$ cat src/rtl/array_stream_reader.sv
// Streams a wrapped run of labelled array entries over valid/ready.
// Define ARRAY_RD_TAG_FILTER_EN to blank the data of H-tagged beats.
module array_stream_reader #(
    parameter int WIDTH = 16,
    parameter int DEPTH = 4,
    parameter int IDX_W = 2
) (
    input  logic                   clk,
    input  logic                   reset,
    input  logic                   start,
    input  logic [IDX_W-1:0]       start_idx,
    input  logic [IDX_W:0]         count,
    input  logic                   abort,
    input  logic [DEPTH*WIDTH-1:0] arr_data,
    input  logic [DEPTH-1:0]       arr_tag,
    output logic                   out_valid,
    input  logic                   out_ready,
    output logic [WIDTH-1:0]       out_data,
    output logic [IDX_W-1:0]       out_idx,
    output logic                   out_tag,
    output logic                   out_last,
    output logic                   busy,
    output logic                   done,
    output logic                   err
);

    typedef enum logic {
        IDLE = 1'b0,
        SEND = 1'b1
    } state_t;

    localparam logic [IDX_W:0] LP_DEPTH = (IDX_W + 1)'(DEPTH);

    state_t             r_state, w_state;
    logic               r_valid, w_valid;
    logic [WIDTH-1:0]   r_data, w_data;
    logic [IDX_W-1:0]   r_idx, w_idx;
    logic               r_tag, w_tag;
    logic               r_last, w_last;
    logic [IDX_W:0]     r_rem, w_rem;
    logic               r_done, w_done;
    logic               r_err, w_err;

    logic [WIDTH-1:0]   w_ent [DEPTH];
    logic [IDX_W-1:0]   w_rd_idx;
    logic [WIDTH-1:0]   w_raw;
    logic               w_rd_tag;
    logic [WIDTH-1:0]   w_beat;
    logic               w_hs;

    for (genvar g = 0; g < DEPTH; g++) begin : g_ent
        assign w_ent[g] = arr_data[g*WIDTH +: WIDTH];
    end

    assign w_raw    = w_ent[w_rd_idx];
    assign w_rd_tag = arr_tag[w_rd_idx];
    assign w_hs     = r_valid & out_ready;

`ifdef ARRAY_RD_TAG_FILTER_EN
    // H contents never reach the data bus; the tag still goes out
    assign w_beat = w_rd_tag ? '0 : w_raw;
`else
    assign w_beat = w_raw;
`endif

    always_comb begin
        w_state  = r_state;
        w_valid  = r_valid;
        w_data   = r_data;
        w_idx    = r_idx;
        w_tag    = r_tag;
        w_last   = r_last;
        w_rem    = r_rem;
        w_done   = 1'b0;
        w_err    = 1'b0;
        w_rd_idx = r_idx + 1'b1;
        unique case (r_state)
            IDLE: begin
                w_rd_idx = start_idx;
                if (start) begin
                    if (count != '0 && count <= LP_DEPTH) begin
                        w_state = SEND;
                        w_valid = 1'b1;
                        w_idx   = start_idx;
                        w_data  = w_beat;
                        w_tag   = w_rd_tag;
                        w_rem   = count;
                        w_last  = (count == 1);
                    end else begin
                        w_err = 1'b1;
                    end
                end
            end
            SEND: begin
                if (abort) begin
                    w_state = IDLE;
                    w_valid = 1'b0;
                    w_last  = 1'b0;
                    w_rem   = '0;
                end else if (w_hs) begin
                    if (r_rem == 1) begin
                        w_state = IDLE;
                        w_valid = 1'b0;
                        w_last  = 1'b0;
                        w_rem   = '0;
                        w_done  = 1'b1;
                    end else begin
                        w_idx  = w_rd_idx;
                        w_data = w_beat;
                        w_tag  = w_rd_tag;
                        w_rem  = r_rem - 1'b1;
                        w_last = (r_rem == 2);
                    end
                end
            end
            default: w_state = IDLE;
        endcase
    end

    always_ff @(posedge clk or negedge reset) begin
        if (!reset) begin
            r_state <= IDLE;
            r_valid <= 1'b0;
            r_data  <= '0;
            r_idx   <= '0;
            r_tag   <= 1'b0;
            r_last  <= 1'b0;
            r_rem   <= '0;
            r_done  <= 1'b0;
            r_err   <= 1'b0;
        end else begin
            r_state <= w_state;
            r_valid <= w_valid;
            r_data  <= w_data;
            r_idx   <= w_idx;
            r_tag   <= w_tag;
            r_last  <= w_last;
            r_rem   <= w_rem;
            r_done  <= w_done;
            r_err   <= w_err;
        end
    end

    assign out_valid = r_valid;
    assign out_data  = r_data;
    assign out_idx   = r_idx;
    assign out_tag   = r_tag;
    assign out_last  = r_last;
    assign busy      = (r_state == SEND);
    assign done      = r_done;
    assign err       = r_err;

endmodule

$ cat config.mk
export PLATFORM = sky130hd
export DESIGN_NAME = array_stream_reader
export DESIGN_NICKNAME = d
export VERILOG_FILES = /design/src/rtl/array_stream_reader.sv
export SDC_FILE = /design/constraint.sdc
export NUM_CORES = 1
export LEC_CHECK = 0
export BUFFER_PORTS_ARGS = -buffer_cell sky130_fd_sc_hd__buf_2
export CAP_MARGIN = 20
export CORE_UTILIZATION = 40
export CTS_BUF_LIST = sky130_fd_sc_hd__clkbuf_16
export DETAILED_ROUTE_END_ITERATION = 16
export GPL_TIMING_DRIVEN = 0
export PLACE_DENSITY_LB_ADDON = 0.2
export REMOVE_ABC_BUFFERS = 1
export SYNTH_ARGS = -nofsm -noshare
export SYNTH_HDL_FRONTEND = slang
export SYNTH_SLANG_ARGS = --single-unit
$ cat constraint.sdc
create_clock -name clk -period 2.8 [get_ports clk]
set_input_delay 0.56 -clock clk [delete_from_list [all_inputs] [get_ports clk]]
set_output_delay 0.56 -clock clk [all_outputs]
set_load 0.02 [all_outputs]
==> impl_metrics.toml <==
[outcome]
outcome = "complete, no violations"

[global_routing]
grt.met1_usage_pct = 27.2
antenna_found_initial = 0
grt_usage_pct = 21.3
grt_use_met3_pct = 4.53
grt_pass1_vias = 1869
busiest_layer = "met2"
grt_max_degree = 36
met2_usage_pct = 35.4
grt_overflow = 0
grt_pass1_wl_um = 8370

[setup_path]
worst-setup-path-type = "in -> reg"
worst_setup_path_start_kind = "input port"
cp.required_ns = 2.91
crit_path_end_kind = "register"
worstPathArrival_ns = 2.57
critPathMaxFanout = 21

[logic_synthesis]
synth.top_cells.by_count = "34 x a211oi_1, 34 x and3_1, 27 x dfrtp_1"
async_flop_share_pct = 100
yosysSeqAreaShare_pct = 37.6
synth_xor_area_share_pct = 0.487
synth_top_area_share_pct = 37.6
synthCells = 202
ys_warn_count = 0
synth-main-ff-cell = "dfrtp_1"
synthSimpleGateAreaFrac_pct = 24.2
ys_ff_latch = 27
yosys.area_share.adder_pct = 2.09
synth-compound-area-share_pct = 28.4
ys_types = 36
ys_top_cells_by_area = "dfrtp_1 38%, a211oi_1 14%, and3_1 12%"
synth_top_family_by_area = "compound AO/OA/AOI/OAI gates"
syn-cell-area_um2 = 1800
synth_mux_area_share_pct = 0.627
synth_edf_count = 0
syn_area_per_cell_um2 = 8.89
post-synth-top-area-cell = "dfrtp_1"

[die]
die_h_um = 69.0
die_x_um = 69.0
core_area_um2 = 4320
rows = 24
start_util_pct = 41.6
die-area_um2 = 4760
ios = 102

[sta]
finalHoldViolations = 0
skew_ns = 0.00251
tightest_slew_ns = 0.998
totalNegativeSetupSlack_ns = 0
min_period_ns = 2.46
max_freq_mhz = 407
min_period_over_period_pct = 87.8
slew_viol_final = 0
rsz0062_at_grt = "false"
setup_viol = 0
max-slew-margin-rel_pct = 33.3

[route]
detail_route.vias_per_cell = 5.74
wl_per_cell_um = 15.0
antenna_left = 0
drt_iter0_markers = 106
drtPass1Iterations = 4
vias = 1951
wl_um = 5110
drc = 0

[final_layout]
num_antenna_cells = 0
largest_reg_flops = 16
fin_util_pct = 54.5
area_growth_pct = 31.1
drive_above_1_share_pct = 37.8
nets = 370
design_area_um2 = 2350
final.fill_count = 427
fin_cells = 340

[cts]
clk-insertion-delay-late_ns = 0.26
cts_resized = 0
cts_buffers = 3
post_cts_buffers = 0
clkSinkCount = 27
cts.path.max_buffers = 2
htree_levels = 1
clkSlewWorstSetupHoldPaths_ns = 0.06
root_buffer = "clkbuf_16"
cts_tree = "built"
cts_hold_buf = 0

[placement]
port_buffers = 101
dp_hpwl_um = 3430
gp_congestion = 0.830
place_inst = 335
dpl_cell_area_um2 = 2260

[power]
power.density_nw_per_um2 = 865
total_power_w = 0.00204
peakVddDrop_uv = 298
p_leak_nw = 1.21

[job]
max_cap_viol_count = 0

[min_path]
min_path_type = "in -> async"
through the flow:
stage	worst slack (ns)	hold WS, ns
after floorplan	0.658	0.264
after global placement	0.0150	0.480
after detailed placement	-0.0101	0.485
after CTS	0.0972	0.320
after global routing	0.161	0.346
final	0.342	0.297
worst paths after layout:
| check | slack [ns] | start | cells past startpoint | endpoint |
|---|---|---|---|---|
| max in group asynchronous | 2.11 | reset | 1 | out_data[1] |
| worst min-delay path | 0.30 | reset | 1 | out_data[9] |
| worst max register to register | 0.36 | busy | 4 | out_data[15] |
| worst min register to register | 0.49 | out_data[3] | 2 | out_data[3] |
| worst max-delay path | 0.34 | count[0] | 5 | out_idx[0] |
| min in group clk | 0.49 | out_data[3] | 2 | out_data[3] |
cell usage in the layout (no fill, tap or decap), drive strengths merged, types with 2 or more instances in the layout:
cell	count
clkbuf	3
a21o	2
nand2	5
nand4	2
a21oi	4
a211oi	34
o21ai	6
a32o	2
o31ai	17
and2	2
ha	3
nand2b	3
dfrtp	27
inv	5
nor3	2
nand3	20
and2b	2
and3	34
buf	101
nor2	3
nor2b	2
layer usage:
layer  routed length (um)  vias to the layer above
met4                   95                        0
met2                 2360                       95
met5                    0                        -
met3                  387                       11
li1                     -                      953
met1                 2270                      892
kinds of logic (layout without fill, tap and decap cells):
family	after synthesis	after routing
buffers and inverters	24	109
multiplexers	1	1
adder cells (fa/ha/maj)	3	3
AND/OR/NAND/NOR	76	77
XOR/XNOR	1	1
AO/OA/AOI/OAI	70	70
flip-flops	27	27
worst max-delay path: stages:
cell and delay (ns):
buf_2 0.11, or3_1 0.40, nand3_1 0.62, and2_1 0.67, o21ai_0 0.20
cell type report:
| cell class | count | area (um2) | area share (%) |
|---|---|---|---|
| multi-input cells | 152 | 1010 | 43.1 |
| flip-flops and latches | 27 | 676 | 28.7 |
| repair buffers | 101 | 505 | 21.5 |
| clock buffers | 3 | 75.1 | 3.19 |
| well taps | 52 | 65.1 | 2.76 |
| inverters | 4 | 15.0 | 0.638 |
| clock inverters | 1 | 3.75 | 0.159 |
where the power goes:
part	leakage (nW)	internal, W	switching [W]
combinational	0.833	0.000392	0.000649
clock	0.0423	0.000191	0.000131
sequential	0.334	0.000560	0.000114
total	1.21	0.00114	0.000894
No activity file was read; power rests on OpenSTA's default activity.
